**src/rtl/trace_pkg.sv**
```systemverilog
// Shared types for the instruction trace capture block.
// TRACE_TIMESTAMP_EN prepends a 16-bit cycle stamp to every record.
package trace_pkg;

    localparam logic [1:0] KIND_NONE  = 2'b00;
    localparam logic [1:0] KIND_READ  = 2'b01;
    localparam logic [1:0] KIND_WRITE = 2'b10;
    localparam logic [1:0] KIND_HALT  = 2'b11;

    localparam int KIND_W = 2;
    localparam int PC_W   = 13;
    localparam int OP_W   = 3;
    localparam int IRA_W  = 13;
    localparam int DAT_W  = 8;
    localparam int TS_W   = 16;

`ifdef TRACE_TIMESTAMP_EN
    localparam int REC_W = 55;

    typedef struct packed {
        logic [TS_W-1:0]   ts;
        logic [KIND_W-1:0] kind;
        logic [PC_W-1:0]   pc;
        logic [OP_W-1:0]   op;
        logic [IRA_W-1:0]  ira;
        logic [DAT_W-1:0]  dat;
    } trace_rec_t;
`else
    localparam int REC_W = 39;

    typedef struct packed {
        logic [KIND_W-1:0] kind;
        logic [PC_W-1:0]   pc;
        logic [OP_W-1:0]   op;
        logic [IRA_W-1:0]  ira;
        logic [DAT_W-1:0]  dat;
    } trace_rec_t;
`endif

    typedef enum logic [1:0] {
        IDLE,
        FETCH,
        EXEC,
        HALTED
    } trace_state_e;

endpackage

```
**src/rtl/trace_fifo.sv**
```systemverilog
// Synchronous FIFO with a registered head word and drop indication.
// A push into a full FIFO is only accepted when a pop frees a slot.
module trace_fifo #(
    parameter int W = 39,
    parameter int DEPTH = 16,
    localparam int AW = $clog2(DEPTH)
) (
    input  logic          clk_i,
    input  logic          rst_ni,
    input  logic          push_i,
    input  logic [W-1:0]  din_i,
    input  logic          ready_i,
    output logic          valid_o,
    output logic [W-1:0]  dout_o,
    output logic [AW:0]   count_o,
    output logic          drop_o
);

    logic [W-1:0]  mem_q [DEPTH];
    logic [AW:0]   wr_q, wr_d;
    logic [AW:0]   rd_q, rd_d;
    logic [AW:0]   cnt_d;
    logic [W-1:0]  head_q, head_d;
    logic          valid_q;
    logic          full;
    logic          pop;
    logic          acc;

    assign count_o = wr_q - rd_q;
    assign full    = count_o[AW];
    assign pop     = valid_q && ready_i;
    assign acc     = push_i && (!full || pop);
    assign drop_o  = push_i && !acc;
    assign valid_o = valid_q;
    assign dout_o  = head_q;

    // Head word is forwarded from din when the new head is the slot being written.
    always_comb begin
        rd_d   = rd_q + {{AW{1'b0}}, pop};
        wr_d   = wr_q + {{AW{1'b0}}, acc};
        cnt_d  = wr_d - rd_d;
        head_d = '0;
        if (cnt_d != '0) begin
            if (acc && (rd_d[AW-1:0] == wr_q[AW-1:0])) begin
                head_d = din_i;
            end else begin
                head_d = mem_q[rd_d[AW-1:0]];
            end
        end
    end

    always_ff @(posedge clk_i) begin
        if (acc) begin
            mem_q[wr_q[AW-1:0]] <= din_i;
        end
    end

    always_ff @(posedge clk_i or negedge rst_ni) begin
        if (!rst_ni) begin
            wr_q    <= '0;
            rd_q    <= '0;
            head_q  <= '0;
            valid_q <= 1'b0;
        end else begin
            wr_q    <= wr_d;
            rd_q    <= rd_d;
            head_q  <= head_d;
            valid_q <= (cnt_d != '0);
        end
    end

endmodule

```
**src/rtl/trace_capture.sv**
```systemverilog
// Builds one trace record per executed instruction and queues it.
// TRACE_TIMESTAMP_EN adds a free-running 16-bit cycle stamp per record.
import trace_pkg::*;

module trace_capture #(
    parameter int DEPTH = 16,
    parameter int CNT_W = 8
) (
    input  logic                   sys_clk,
    input  logic                   rst_n,
    input  logic                   fetch,
    input  logic [12:0]            pc_addr,
    input  logic [12:0]            ir_addr,
    input  logic [2:0]             opcode,
    input  logic [12:0]            addr,
    input  logic [7:0]             data,
    input  logic                   rd,
    input  logic                   wr,
    input  logic                   halt,
    output logic                   trc_valid,
    input  logic                   trc_ready,
    output logic [REC_W-1:0]       trc_data,
    output logic [$clog2(DEPTH):0] trc_count,
    output logic [CNT_W-1:0]       drop_cnt,
    output logic                   halted
);

    trace_state_e      state_q, state_d;
    logic              fetch_q, halt_q;
    logic [PC_W-1:0]   pc_q, pc_d;
    logic [OP_W-1:0]   op_q, op_d;
    logic [IRA_W-1:0]  ira_q, ira_d;
    logic [KIND_W-1:0] kind_q, kind_d, kind_c;
    logic [DAT_W-1:0]  dat_q, dat_d, dat_c;
    logic              hit_q, hit_d, hit_c;
    logic              hpend_q, hpend_d;
    logic [CNT_W-1:0]  drop_q;
    logic              fetch_rise, fetch_fall, halt_rise;
    logic              push, drop;
    trace_rec_t        pend_rec, push_rec;

`ifdef TRACE_TIMESTAMP_EN
    logic [TS_W-1:0]   ts_q;
    logic [TS_W-1:0]   rts_q, rts_d;

    always_ff @(posedge sys_clk or negedge rst_n) begin
        if (!rst_n) begin
            ts_q  <= '0;
            rts_q <= '0;
        end else begin
            ts_q  <= ts_q + 1'b1;
            rts_q <= rts_d;
        end
    end
`endif

    assign fetch_rise = fetch && !fetch_q;
    assign fetch_fall = !fetch && fetch_q;
    assign halt_rise  = halt && !halt_q;

    // A strobe seen in the closing cycle still lands in the pushed record.
    always_comb begin
        kind_c = kind_q;
        dat_c  = dat_q;
        hit_c  = hit_q;
        if ((state_q == EXEC) && !hit_q) begin
            if (wr) begin
                kind_c = KIND_WRITE;
                dat_c  = data;
                hit_c  = 1'b1;
            end else if (rd && (addr == ira_q)) begin
                kind_c = KIND_READ;
                dat_c  = data;
                hit_c  = 1'b1;
            end
        end
    end

    always_comb begin
        pend_rec      = '0;
        pend_rec.kind = kind_c;
        pend_rec.pc   = pc_q;
        pend_rec.op   = op_q;
        pend_rec.ira  = ira_q;
        pend_rec.dat  = dat_c;
`ifdef TRACE_TIMESTAMP_EN
        pend_rec.ts   = rts_q;
`endif
    end

    always_comb begin
        state_d  = state_q;
        pc_d     = pc_q;
        op_d     = op_q;
        ira_d    = ira_q;
        kind_d   = kind_q;
        dat_d    = dat_q;
        hit_d    = hit_q;
        hpend_d  = hpend_q;
        push     = 1'b0;
        push_rec = '0;
`ifdef TRACE_TIMESTAMP_EN
        rts_d    = rts_q;
`endif
        unique case (state_q)
            IDLE: begin
                if (fetch_rise) begin
                    pc_d    = pc_addr;
`ifdef TRACE_TIMESTAMP_EN
                    rts_d   = ts_q;
`endif
                    state_d = FETCH;
                end
            end
            FETCH: begin
                if (halt_rise) begin
                    hpend_d = 1'b1;
                    state_d = HALTED;
                end else if (fetch_fall) begin
                    op_d    = opcode;
                    ira_d   = ir_addr;
                    kind_d  = KIND_NONE;
                    dat_d   = '0;
                    hit_d   = 1'b0;
                    state_d = EXEC;
                end
            end
            EXEC: begin
                kind_d = kind_c;
                dat_d  = dat_c;
                hit_d  = hit_c;
                if (halt_rise) begin
                    push     = 1'b1;
                    push_rec = pend_rec;
                    hpend_d  = 1'b1;
                    state_d  = HALTED;
                end else if (fetch_rise) begin
                    push     = 1'b1;
                    push_rec = pend_rec;
                    pc_d     = pc_addr;
`ifdef TRACE_TIMESTAMP_EN
                    rts_d    = ts_q;
`endif
                    state_d  = FETCH;
                end
            end
            HALTED: begin
                if (hpend_q) begin
                    push          = 1'b1;
                    push_rec.kind = KIND_HALT;
                    push_rec.pc   = pc_addr;
                    push_rec.op   = opcode;
`ifdef TRACE_TIMESTAMP_EN
                    push_rec.ts   = ts_q;
`endif
                    hpend_d       = 1'b0;
                end
            end
            default: state_d = IDLE;
        endcase
    end

    always_ff @(posedge sys_clk or negedge rst_n) begin
        if (!rst_n) begin
            state_q <= IDLE;
            fetch_q <= 1'b0;
            halt_q  <= 1'b0;
            pc_q    <= '0;
            op_q    <= '0;
            ira_q   <= '0;
            kind_q  <= KIND_NONE;
            dat_q   <= '0;
            hit_q   <= 1'b0;
            hpend_q <= 1'b0;
        end else begin
            state_q <= state_d;
            fetch_q <= fetch;
            halt_q  <= halt;
            pc_q    <= pc_d;
            op_q    <= op_d;
            ira_q   <= ira_d;
            kind_q  <= kind_d;
            dat_q   <= dat_d;
            hit_q   <= hit_d;
            hpend_q <= hpend_d;
        end
    end

    always_ff @(posedge sys_clk or negedge rst_n) begin
        if (!rst_n) begin
            drop_q <= '0;
        end else if (drop && (drop_q != '1)) begin
            drop_q <= drop_q + 1'b1;
        end
    end

    assign drop_cnt = drop_q;
    assign halted   = (state_q == HALTED);

    trace_fifo #(
        .W     (REC_W),
        .DEPTH (DEPTH)
    ) u_fifo (
        .clk_i   (sys_clk),
        .rst_ni  (rst_n),
        .push_i  (push),
        .din_i   (push_rec),
        .ready_i (trc_ready),
        .valid_o (trc_valid),
        .dout_o  (trc_data),
        .count_o (trc_count),
        .drop_o  (drop)
    );

endmodule

```
**config.mk**
```make
export PLATFORM = sky130hd
export DESIGN_NAME = trace_capture
export DESIGN_NICKNAME = d
export VERILOG_FILES = /design/src/rtl/trace_pkg.sv /design/src/rtl/trace_fifo.sv /design/src/rtl/trace_capture.sv
export SDC_FILE = /design/constraint.sdc
export NUM_CORES = 1
export LEC_CHECK = 0
export ABC_AREA = 1
export CORE_ASPECT_RATIO = 0.5
export CORE_UTILIZATION = 50
export CTS_BUF_LIST = sky130_fd_sc_hd__clkbuf_4
export CTS_CLUSTER_SIZE = 30
export DETAILED_ROUTE_END_ITERATION = 7
export MAX_ROUTING_LAYER = met4
export PLACE_DENSITY = 0.78
export SETUP_SLACK_MARGIN = 0.15
export SYNTH_ARGS = -nofsm -noshare
export SYNTH_HDL_FRONTEND = slang
export SYNTH_SLANG_ARGS = --single-unit
```
**constraint.sdc**
```tcl
create_clock -name sys_clk -period 8.54 [get_ports sys_clk]
set_clock_uncertainty 0.05 [all_clocks]
set_input_delay 0.854 -clock sys_clk [delete_from_list [all_inputs] [get_ports sys_clk]]
set_output_delay 0.854 -clock sys_clk [all_outputs]
set_load 0.02 [all_outputs]
```
==> metrics.yaml <==
pre_cts_slack_ns: 2.96
synth_fp_nets: 2636
dr.pass1.iters: 8
setup_viol_count_final: 0
multi_input_area_um2: 7600
yosysSeqAreaShare_pct: 71.7
irDropWorstVdd_uv: 326
synthCells: 2560
drt_iter0_drc: 2645
worstPathMaxFanout: 47
synth_xor_area_share_pct: 0.589
worstPathRequired_ns: 9.26
via_count: 21100
ff2ff_path_depth: 15
synth-seq-cells: 727
violations: "design-rule violations"
holdPathStages: 1
dieArea_um2: 60500
routed_wirelength_mm: 75.6
clockBufferDepth: 3
clkTransAtPathRegs_ns: 0.07
grt.total_usage_pct: 25.5
power_uw: 12800
met2_usage_pct: 40.0
p_leak_uw: 0.0131
core_um2: 58000
finalNetCount: 2807
num_rows: 62
cts_tree: "built"
critPathKind: "in -> reg"
grt_pass1_vias: 20900
seq_area_um2: 21300
synth_top_family_by_area: "simple AND/OR/NAND/NOR gates"
cap_viol_max_count: 0
clock-root-buffer: "clkbuf_4"
synth_fa_ha_area_share_pct: 0.825
grt_busiest_layer: "met2"
synth_enable_flop_cells: 624
synth-simple-area-share_pct: 15.0
p_comb_share_pct: 42.1
async_flop_share_pct: 14.2
rsz0062_at_grt: "false"
p_sw_share_pct: 40.6
power_frac_seq_pct: 35.1
setup_slack_ns: 3.66
switchingPower_uw: 5180
synth_cell_types: 34
cts_made_buffers: 163
fmax_mhz: 205
gp_congestion: 0.864
final_max_slew_viol_count: 0
antenna_left: 0
final_util_pct: 58.6
numClockSinks: 727
yosys_most_used_dff: "edfxtp_1"
drive_gt1_share_pct: 12.5
initial_core_util_pct: 51.2
clkPwrFrac_pct: 22.8
worst_pin_slew_ns: 1.22
hpwl_mm: 39.0
h-tree-depth: 4
die_w_um: 347
antenna_found_initial: 1
area.growth.synth_to_final_pct: 14.4
syn_avg_cell_area_um2: 11.6
min_period_ns: 4.88
grt_first_pass_wirelength_mm: 116
outcome: "finished with violations"
drcViolationCount: 2
yosysWarnings: 0
fin_setup_tns_ns: 0
vias_per_cell: 5.80
synthMuxAreaShare_pct: 0
intPower_uw: 7570
nFillCells: 4452
wl_per_cell_um: 20.8
grt.overflow.total: 0
whs_ns: 0.385
hold_class: "in -> reg"
fin_crit_sh_pct: 57.1
endpoint_kind: "register"
netlist_area_um2: 29700
grt_start_max_net_pins: 193
slew-limit-headroom_pct: 18.5
grt_use_met3_pct: 5.13
io_pins: 111
hold_viol_final: 0
clk_latency_ns: 0.89
post_cts_buffers: 0
cp.arrival_ns: 5.60
io_buffers: 110
cp-start-kind: "input pin"
synth_compound_area_share_pct: 8.45
fp.dieH_um: 174
power_density_nw_per_um2: 375
grtUsageMet1_pct: 33.1
placed cells by master, fill, tap and decap left out, types with 5 or more instances in the layout:
master           count
nor3_1              24
xnor2_1             10
nand2_1            722
nand3b_1             9
edfxtp_1           624
o22ai_1             12
inv_1               93
clkinvlp_4           5
o21ai_1             11
a21oi_1            275
dfrtp_1            103
ha_1                16
nor2_1              80
clkdlybuf4s50_1    109
inv_2                7
xor2_1               7
bufinv_16            5
buf_4               47
clkinv_1            21
o21ai_0             63
nor2_4              16
a22oi_1             87
clkbuf_4           263
nand3_1            231
repair_timing:
| action | CTS | global route |
|---|---|---|
| gates resized for setup | 0 | 0 |
| hold buffers | 1 | 0 |
| hold endpoints to repair | 29 | 0 |
| endpoints found under the setup margin | 0 | 0 |
area by class of cell:
class,instances,share of cell area [%]
Timing Repair Buffer,158,4.33
Sequential cell,727,62.7
Multi-Input combinational cell,1581,22.3
Antenna cell,1,0.00736
Tap cell,768,2.83
Inverter,100,1.13
Clock buffer,263,5.81
Clock inverter,37,0.876
critical path, stage by stage:
cell             delay [ns]
clkdlybuf4s50_1        0.48
nand2_1                0.09
inv_1                  0.10
ha_4                   0.15
ha_4                   0.15
xor2_4                 0.14
buf_4                  0.48
inv_2                  0.26
buf_4                  0.41
nand2_1                0.13
nand2_1                0.06
nor3_1                 0.20
nand2_2                0.67
inv_2                  1.08
a21oi_1                0.09
nor2_1                 0.22
power groups by stage:
stage               clock, uW  combinational (uW)  sequential (uW)
floorplan                   0                3520             4610
global placement            0                5060             4550
detailed placement          0                5220             4550
CTS                      2940                5270             4480
global route             3120                5860             4500
finish                   2910                5360             4480
stage by stage:
| step | instance area (um2) | instances |
|---|---|---|
| after global placement | 31700 | 3333 |
| after CTS | 34000 | 3634 |
| after global routing | 34000 | 3635 |
| final | 34000 | 3635 |
| after floorplan | 29700 | 2560 |
| after detailed placement | 31700 | 3333 |
worst paths after layout:
check                               startpoint                end  slack (ns)
min in group asynchronous                rst_n  u_fifo.dout_o[25]        0.52
worst max register to register  u_fifo.valid_o  u_fifo.dout_o[30]        3.72
max in group asynchronous                rst_n            pc_q[6]        6.54
worst min register to register        dat_q[1]           dat_q[1]        0.44
worst min-delay path                      halt             halt_q        0.39
worst max-delay path                 trc_ready  u_fifo.dout_o[30]        3.66
registers in the layout (all words and copies together), names as in the netlist:
signal          flops
fetch_q             1
pc_q               13
hit_q               1
u_fifo.wr_q         5
ira_q              13
dat_q               8
u_fifo.mem_q      624
drop_cnt            8
kind_q              2
op_q                3
u_fifo.dout_o      39
u_fifo.rd_q         5
hpend_q             1
halt_q              1
u_fifo.valid_o      1
state_q             2
cell families after synthesis:
group                      count (synthesis)
AOI/OAI and AO/OA                        453
DFF                                      727
buffers and inverters                    252
xor gates and xnor gates                  20
and+or+nand+nor                         1089
adders and majority gates                 19
routing by layer:
layer | share of wire (%) | wire, um
met3 | 10 | 7710
met1 | 39 | 29800
met4 | 2.5 | 1900
met2 | 48 | 36200
met5 | 0 | 0
cell usage after synthesis, types with 3 or more instances:
| library cell | count | share of area [%] |
|---|---|---|
| xnor2_1 | 10 | 0.29 |
| nor2_1 | 96 | 1.2 |
| o21ai_1 | 10 | 0.17 |
| a21oi_1 | 275 | 4.6 |
| edfxtp_1 | 624 | 63 |
| nand3b_1 | 9 | 0.23 |
| buf_1 | 19 | 0.24 |
| buf_6 | 3 | 0.11 |
| xor2_1 | 10 | 0.29 |
| ha_1 | 18 | 0.76 |
| inv_1 | 94 | 1.2 |
| nor3_1 | 24 | 0.40 |
| o22ai_1 | 12 | 0.25 |
| dfrtp_1 | 103 | 8.7 |
| a22oi_1 | 87 | 2.2 |
| nand2_1 | 722 | 9.1 |
| nand3_1 | 231 | 3.9 |
| buf_2 | 40 | 0.67 |
| clkbuf_1 | 89 | 1.1 |
| inv_2 | 5 | 0.063 |
| o21ai_0 | 64 | 1.1 |
Power figures use the tool's default switching activity.
